<file path="src/rtl/vga_sync_gen.sv">
// Purpose : VGA raster timing generator (pixel strobe, h/v counters, syncs, display enable, line/frame pulses).
// Latency : counters, syncs, de and pulses are all registered together, one clk after the pix_en strobe is sampled.
// Backpress: none; free-running raster source, consumers sample on pix_en.
//
// Ports
//   clk          system clock (pixel rate is a clock-enable derived from it)
//   rst          asynchronous active-high reset
//   pix_en       one-clk strobe every CLK_DIV clks
//   h_cnt/v_cnt  raster position, 0..H_TOTAL-1 / 0..V_TOTAL-1 (line and frame both start at sync)
//   hsync/vsync  sync outputs, at HS_POL/VS_POL while inside the sync region
//   de           high inside the visible window
//   line_start   one-clk pulse on the edge where h_cnt becomes 0
//   frame_start  one-clk pulse on the edge where (h_cnt,v_cnt) becomes (0,0)
//   h_back_porch, h_visible, v_back_porch, v_visible
//                window constants for the downstream display stage (not reset)

module vga_sync_gen #(
  parameter int CLK_DIV   = 4,
  parameter int H_VISIBLE = 640,
  parameter int H_FRONT   = 16,
  parameter int H_SYNC    = 96,
  parameter int H_BACK    = 48,
  parameter int V_VISIBLE = 480,
  parameter int V_FRONT   = 10,
  parameter int V_SYNC    = 2,
  parameter int V_BACK    = 33,
  parameter bit HS_POL    = 1'b0,
  parameter bit VS_POL    = 1'b0
) (
  input  logic        clk,
  input  logic        rst,
  output logic        pix_en,
  output logic [10:0] h_cnt,
  output logic [10:0] v_cnt,
  output logic        hsync,
  output logic        vsync,
  output logic        de,
  output logic        line_start,
  output logic        frame_start,
  output logic [10:0] h_back_porch,
  output logic [10:0] h_visible,
  output logic [10:0] v_back_porch,
  output logic [10:0] v_visible
);

  localparam int H_TOTAL = H_SYNC + H_BACK + H_VISIBLE + H_FRONT;
  localparam int V_TOTAL = V_SYNC + V_BACK + V_VISIBLE + V_FRONT;

  localparam int DIV_W = (CLK_DIV > 1) ? $clog2(CLK_DIV) : 1;
  localparam logic [DIV_W-1:0] DIV_LAST = DIV_W'(CLK_DIV - 1);
  localparam logic [DIV_W-1:0] DIV_ONE  = DIV_W'(1);

  localparam logic [10:0] H_LAST    = 11'(H_TOTAL - 1);
  localparam logic [10:0] V_LAST    = 11'(V_TOTAL - 1);
  localparam logic [10:0] H_SYNC_L  = 11'(H_SYNC);
  localparam logic [10:0] V_SYNC_L  = 11'(V_SYNC);
  localparam logic [10:0] H_VIS_BEG = 11'(H_SYNC + H_BACK);
  localparam logic [10:0] H_VIS_END = 11'(H_SYNC + H_BACK + H_VISIBLE);
  localparam logic [10:0] V_VIS_BEG = 11'(V_SYNC + V_BACK);
  localparam logic [10:0] V_VIS_END = 11'(V_SYNC + V_BACK + V_VISIBLE);
  localparam logic [10:0] ONE11     = 11'd1;

  // Window constants, straight from parameters.
  assign h_back_porch = H_VIS_BEG;
  assign h_visible    = 11'(H_VISIBLE);
  assign v_back_porch = V_VIS_BEG;
  assign v_visible    = 11'(V_VISIBLE);

  logic [DIV_W-1:0] div_cnt_q, div_cnt_d;
  logic             pix_en_q, pix_en_d;
  logic [10:0]      h_cnt_q, h_cnt_d;
  logic [10:0]      v_cnt_q, v_cnt_d;
  logic             hsync_q, hsync_d;
  logic             vsync_q, vsync_d;
  logic             de_q, de_d;
  logic             line_start_q, line_start_d;
  logic             frame_start_q, frame_start_d;
  logic             h_wrap, v_wrap;

  // Divider. pix_en is registered off the divider terminal count, so after
  // reset release the first strobe appears exactly CLK_DIV clks later and
  // with CLK_DIV=1 it is high on every clk after the first edge, while still
  // reading 0 during reset.
  always_comb begin
    div_cnt_d = (div_cnt_q == DIV_LAST) ? '0 : div_cnt_q + DIV_ONE;
    pix_en_d  = (div_cnt_q == DIV_LAST);
  end

  // Raster counters advance on the edge that samples pix_en high.
  // The >= compares keep the counters bounded even from an unexpected value.
  always_comb begin
    h_wrap  = (h_cnt_q >= H_LAST);
    v_wrap  = (v_cnt_q >= V_LAST);
    h_cnt_d = h_cnt_q;
    v_cnt_d = v_cnt_q;
    if (pix_en_q) begin
      if (h_wrap) begin
        h_cnt_d = '0;
        v_cnt_d = v_wrap ? '0 : v_cnt_q + ONE11;
      end else begin
        h_cnt_d = h_cnt_q + ONE11;
      end
    end
  end

  // Decodes are taken from the next counter values so that they land on the
  // same edge as the counters themselves: no skew between position and syncs.
  always_comb begin
    hsync_d       = (h_cnt_d < H_SYNC_L) ? HS_POL : ~HS_POL;
    vsync_d       = (v_cnt_d < V_SYNC_L) ? VS_POL : ~VS_POL;
    de_d          = (h_cnt_d >= H_VIS_BEG) && (h_cnt_d < H_VIS_END) &&
                    (v_cnt_d >= V_VIS_BEG) && (v_cnt_d < V_VIS_END);
    line_start_d  = pix_en_q && h_wrap;
    frame_start_d = pix_en_q && h_wrap && v_wrap;
  end

  always_ff @(posedge clk or posedge rst) begin
    if (rst) begin
      div_cnt_q     <= '0;
      pix_en_q      <= 1'b0;
      h_cnt_q       <= '0;
      v_cnt_q       <= '0;
      hsync_q       <= HS_POL;
      vsync_q       <= VS_POL;
      de_q          <= 1'b0;
      line_start_q  <= 1'b0;
      frame_start_q <= 1'b0;
    end else begin
      div_cnt_q     <= div_cnt_d;
      pix_en_q      <= pix_en_d;
      h_cnt_q       <= h_cnt_d;
      v_cnt_q       <= v_cnt_d;
      hsync_q       <= hsync_d;
      vsync_q       <= vsync_d;
      de_q          <= de_d;
      line_start_q  <= line_start_d;
      frame_start_q <= frame_start_d;
    end
  end

  assign pix_en      = pix_en_q;
  assign h_cnt       = h_cnt_q;
  assign v_cnt       = v_cnt_q;
  assign hsync       = hsync_q;
  assign vsync       = vsync_q;
  assign de          = de_q;
  assign line_start  = line_start_q;
  assign frame_start = frame_start_q;

endmodule

</file>
<file path="config.mk">
export PLATFORM = sky130hd
export DESIGN_NAME = vga_sync_gen
export DESIGN_NICKNAME = d
export VERILOG_FILES = /design/src/rtl/vga_sync_gen.sv
export SDC_FILE = /design/constraint.sdc
export NUM_CORES = 1
export LEC_CHECK = 0
export BUFFER_PORTS_ARGS = -buffer_cell sky130_fd_sc_hd__buf_2
export CORE_MARGIN = 2
export CORE_UTILIZATION = 40
export CTS_CLUSTER_SIZE = 8
export DETAILED_ROUTE_END_ITERATION = 16
export PLACE_DENSITY = 0.72
export REMOVE_ABC_BUFFERS = 1
export SYNTH_ARGS = -nofsm -noshare
export SYNTH_HDL_FRONTEND = slang
export SYNTH_SLANG_ARGS = --single-unit
</file>
<file path="constraint.sdc">
create_clock -name clk -period 2.23 [get_ports clk]
set_clock_uncertainty 0.1 [all_clocks]
set_input_delay 0.223 -clock clk [delete_from_list [all_inputs] [get_ports clk]]
set_output_delay 0.223 -clock clk [all_outputs]
set_load 0.02 [all_outputs]
</file>
### Word-level counts from Yosys, hierarchy flattened

Cells that the tools add are included.

* bits in registers: 30
* bits of input ports: 2
* output and inout bits: 72
* word-level logic and storage cells: 34

* add/subtract/negate cells: 3
* magnitude comparators: 8
* equal/unequal tests: 1
* multiplexer cells: 8
* reduce and logical (&&, ||, !) cells: 5

Operators with widths (number)
* $mux 11: 5
* $add 11x1->11 const B: 2
* $ge 11x10->1 const B: 2
* $lt 11x10->1 const B: 2
* $ge 11x6->1 const B: 1
* $ge 11x8->1 const B: 1
* $lt 11x2->1 const B: 1
* $lt 11x7->1 const B: 1
* $logic_and 1x1->1: 5
* $add 2x1->2 const B: 1
* $eq 2x2->1 const B: 1
* $mux 1: 2
* $mux 2: 1

### Longest topological paths before layout

* depth after elaboration: 7
* depth in mapped cells: 11
* gate-level depth less buffers: 9

### Worst setup path before layout

Ideal clock, no wire load.

* kind: register -> register
* from: register h_cnt_q[0], in the netlist h_cnt[0]
* to: register de_q, in the netlist de
* library setup time: 111 ps
* data arrival time: 2284 ps
* required time: 2019 ps
* setup slack: -266 ps
* cell stages (with the launch flop): 9
* path buffers: 0
* period minus slack after synthesis: 2496 ps
* path through: dfrtp_1 > ha_1 > a21oi_1 > o21ai_1 > nand3_1 > o2bb2ai_1 > o21ai_2 > a21bo_1 > a2111oi_2

* elaborated cells between the ends (all ways): 13
* classes of those cells: 1 x add/sub; 5 x order compare; 4 x mux; 3 x reduce/logical

RTL lines
* start: declaration: line 71 `logic [10:0] h_cnt_q, h_cnt_d;`
* start signal: assignment: line 131 `h_cnt_q <= h_cnt_d;`
* $ge 11x10->1 (*): line 92 `h_wrap = (h_cnt_q >= H_LAST);`
* $mux 11 (*): line 97 `if (h_wrap) begin`
* $mux 11 (*): line 96 `if (pix_en_q) begin`
* net v_cnt_d[2]: line 72 `logic [10:0] v_cnt_q, v_cnt_d;`
* $ge 11x6->1: line 112 `(v_cnt_d >= V_VIS_BEG) && (v_cnt_d < V_VIS_END);`
* $logic_and 1x1->1: line 111 `de_d = (h_cnt_d >= H_VIS_BEG) && (h_cnt_d < H_VIS_END) &&`
* $logic_and 1x1->1 (*): line 112
* net de_d: line 75 `logic de_q, de_d;`
* end signal: assignment: line 125 `de_q <= 1'b0;`
* end signal: assignment: line 135 `de_q <= de_d;`
* end: declaration: line 75

Mark *: on every way through the listed nets, which the timed path passes. The rest lies on a longest branch.

### Final worst setup path

* from: register v_cnt_q[3], in the netlist v_cnt[3]
* to: register de_q, in the netlist de

* word-level cells in the longest chain between the ends: 7
* elaborated cells between the ends (all ways): 9
* classes of those cells: 1 x add/sub; 3 x order compare; 3 x mux; 2 x reduce/logical

Ends and longest elaborated chain
* start: declaration: line 72
* start signal: assignment: line 132 `v_cnt_q <= v_cnt_d;`
* $add 11x1->11 / $ge 11x10->1 (equally long branches): line 99, 93
* $mux 11 (*): line 99 `v_cnt_d = v_wrap ? '0 : v_cnt_q + ONE11;`
* $mux 11 (*): line 97
* $mux 11 (*): line 96
* net v_cnt_d[6]: line 72
* $ge 11x6->1: line 112
* $logic_and 1x1->1: line 111
* $logic_and 1x1->1 (*): line 112
* net de_d: line 75

Marks and branches as above.

==> metrics.md <==
| Metric | Value |
|---|---|
| DRT iter0 DRCs | `between 150 and 200` |
| WP data required | `2.30 ns` |
| HPWL Detailed | `3.722 mm` |
| Clock Latency Late Sink | `between 0.2 and 0.3 ns` |
| Fmax | `about 440 MHz` |
| Sequential area share after synthesis | `0.3623` |
| Yosys top cell by area | `dfrtp_1` |
| CP arrival | `around 2.4 ns` |
| Fin crit period | `2.289 ns` |
| PortBufs | `29` |
| Ys flop type | `dfrtp_1` |
| Post-Syn Instances | `between 200 and 250` |
| Core Area | `just over 0.005 mm²` |
| Drt pass-1 iters | `4` |
| Largest net degree at the start of global routing | `31` |
| Non-Filler Instances | `378` |
| Full die area | `~0.0058 mm²` |
| Final setup violating endpoints | `1` |
| Netlist cell types | `54` |
| Gr usage total | `0.1813` |
| Initial Util | `0.4109` |
| Total CTS buffers | `5` |
| Htree depth | `2` |
| Critical path capture point type | `register` |
| Synth area leaders | `dfrtp_1 (36%), buf_4 (16%), o21ai_0 (4.3%)` |
| Clk slew on worst S/H paths | `0.07 ns` |
| Kind of critical path | `register to register` |
| GRT overflow | `0` |
| First-pass GRT wire length | `approximately 8.4 mm` |
| FF+latch count, synth | `30` |
| Overall Power | `~1.1 mW` |
| Number of global-route vias before repair | `roughly 1.7k` |
| Synth warn | `0` |
| Clk sinks | `30` |
| Final hold violations | `0` |
| Status | `finished, violations left` |
| Worst-path fanout max | `9` |
| # nets final | `313` |
| Top cell type's share of synthesized area | `0.3623` |
| Final worst path period share | `1.027` |
| Ports | `between 70 and 80` |
| Post-Place Setup Slack | `-0.1227 ns` |
| Met3 Use GR | `0.04858` |
| Initial antenna violation count | `0` |
| Final Max Slew Viols | `0` |
| Leak pwr | `1.392 nW` |
| Met1 usage | `0.2273` |
| Pwr Density | `about 400 mW/mm²` |
| Ant diodes | `0` |
| Critical Path Start Type | `register` |
| Final Worst Setup Slack | `-0.05930 ns` |
| Max-capacitance violation count | `0` |
| Residual DRC | `0` |
| Layout cells sized above 1 | `0.3701` |
| Area grow syn2layout | `30.43%` |
| CTS tree | `done` |
| Async SR Flop Fraction | `1.000` |
| Mean post-synth cell area | `roughly 9 µm²` |
| Post-Syn Area | `about 0.0021 mm²` |
| Clk root buf | `clkbuf_8` |
| Placed instance count | `~360` |
| Final wirelength | `about 5.4 mm` |
| FP Rows | `26` |
| Failing checks | `setup timing` |
| Max IR drop VDD | `~0.00027 V` |
| DR vias | `1862` |
| Post-synth EDFFs | `0` |
| Die width | `roughly 76 µm` |
| Worst-case hold slack | `approximately 0.32 ns` |
| Routed len/inst | `14.22 µm` |
| Max Root-Sink Buffers | `2` |
| Global routing's busiest layer | `met2` |
| Final GP Congestion | `roughly 0.89` |
| Hold WC Path Type | `register to register` |
| Via density | `approximately 4.9` |
| RSZ-0062 raised after global routing | `true` |
| Die Span Y | `~76 µm` |
| DRT antenna net count | `0` |
| Final setup TNS | `-0.05930 ns` |
| Met2 Use GR | `0.2973` |
==> layout by cell type, fill, tap and decap left out, types with 2 or more instances in the layout <==
| cell | netlist | layout |
|---|---|---|
| nand2b_1 | 4 | 4 |
| o2bb2ai_1 | 2 | 2 |
| buf_6 | 1 | 4 |
| and3_1 | 6 | 4 |
| nand3_1 | 8 | 7 |
| ha_1 | 4 | 2 |
| and3_4 | 0 | 2 |
| dfrtp_1 | 30 | 30 |
| o211ai_1 | 2 | 2 |
| o21ai_1 | 2 | 2 |
| buf_4 | 44 | 45 |
| o21ai_2 | 1 | 3 |
| o21ai_0 | 18 | 16 |
| clkbuf_8 | 0 | 6 |
| nor2_1 | 19 | 19 |
| xor2_1 | 5 | 5 |
| ha_2 | 0 | 2 |
| a41o_1 | 2 | 2 |
| nor4_4 | 1 | 2 |
| xnor2_1 | 5 | 4 |
| conb_1 | 2 | 44 |
| buf_2 | 4 | 29 |
| and4_1 | 3 | 3 |
| a21oi_1 | 5 | 4 |
| o22ai_1 | 2 | 2 |
| inv_1 | 7 | 7 |
| o31ai_1 | 2 | 2 |
| o21a_1 | 2 | 2 |
| nand2_1 | 15 | 14 |
| a21oi_2 | 1 | 2 |
| nand4_1 | 3 | 3 |
==> flip-flops by register name (all words and copies together), names as in the netlist <==
register,count
h_cnt,11
v_cnt,11
div_cnt_q,2
de,1
frame_start,1
hsync,1
line_start,1
pix_en,1
vsync,1
==> path summary, 6_finish.rpt <==
path / start / endpoint / slack [ns] / depth (start not counted)
max in group asynchronous: rst / v_cnt[5] / 1.29 / 4
worst max register to register: v_cnt[3] / de / -0.06 / 8
worst min register to register: div_cnt_q[0] / div_cnt_q[0] / 0.32 / 1
min in group asynchronous: rst / div_cnt_q[0] / 0.45 / 4
worst min-delay path: div_cnt_q[0] / div_cnt_q[0] / 0.32 / 1
worst max-delay path: v_cnt[3] / de / -0.06 / 8
==> per-stage QoR <==
step / area [µm²] / util
after detailed placement: 2420 / 0.4799
after CTS: 2606 / 0.5169
after floorplan: 1857 / -
after global placement: 2420 / 0.4799
final: 2703 / 0.5360
after global routing: 2703 / 0.5360
==> what timing repair did <==
| action | in CTS | in global routing |
|---|---|---|
| endpoints found under the setup margin | 2 | 3 |
| resized for setup | 11 | 19 |
| endpoints found under the hold margin | 30 | 0 |
| hold buffers | 1 | 0 |
| gates cloned | 0 | 0 |
| pin swaps | 10 | 10 |
| buffers inserted | 4 | 1 |
==> where the power goes <==
part | leakage (nW) | switching, mW | internal (mW)
combinational | 0.940 | 0.0767 | 0.00303
clock | 0.0472 | 0.220 | 0.248
sequential | 0.405 | 0 | 0.544
total | 1.39 | 0.297 | 0.795
==> critical path, stage by stage (launching register included) <==
cell and delay (ns):
dfrtp_1 0.41, buf_4 0.18, and3_1 0.18, and3_2 0.23, o211ai_1 0.19, o2bb2ai_1 0.16, and4b_1 0.25, and3_4 0.19
a2111oi_4 0.29
==> cells in the mapped netlist (2+ instances only) <==
| library cell | n |
|---|---|
| and4_1 | 3 |
| o31ai_1 | 2 |
| o21a_1 | 2 |
| conb_1 | 2 |
| inv_2 | 2 |
| o21ai_0 | 18 |
| a31oi_1 | 2 |
| ha_1 | 4 |
| buf_2 | 4 |
| and2_1 | 2 |
| a41o_1 | 2 |
| nand3_1 | 8 |
| o22ai_1 | 2 |
| o21ai_1 | 2 |
| nand4_1 | 3 |
| o2bb2ai_1 | 2 |
| dfrtp_1 | 30 |
| xnor2_1 | 5 |
| clkbuf_1 | 2 |
| nor4_1 | 2 |
| nor2_1 | 19 |
| and3_1 | 6 |
| nand2_1 | 15 |
| a21oi_1 | 5 |
| xor2_1 | 5 |
| nand2b_1 | 4 |
| buf_4 | 44 |
| o211ai_1 | 2 |
| inv_1 | 7 |
==> area by class of cell <==
cell class | count | area, µm²
Timing Repair Buffer | 79 | 538.0
Inverter | 9 | 36.28
Tap cell | 70 | 87.58
Sequential cell | 30 | 750.7
Multi-Input combinational cell | 182 | 1195
Clock buffer | 6 | 82.58
Clock inverter | 2 | 12.51
Fill cell | 454 | 2340
==> logic make-up (layout without fill, tap and decap cells) <==
family / after synthesis / after routing / synth area share
other: 2 / 44 / 0.003625
DFF: 30 / 30 / 0.3623
adders and majority gates: 4 / 4 / 0.02416
AOI/OAI and AO/OA: 51 / 51 / 0.1751
buffers and inverters: 61 / 96 / 0.1963
and+or+nand+nor: 71 / 71 / 0.1860
muxes: 2 / 2 / 0.01027
xor gates and xnor gates: 10 / 10 / 0.04227
==> layer usage <==
layer,up-vias,wire [µm]
li1,867,-
met1,896,2249
met4,0,119
met2,85,2646
met3,14,359
met5,-,0
No activity file was read; power rests on OpenSTA's default activity.
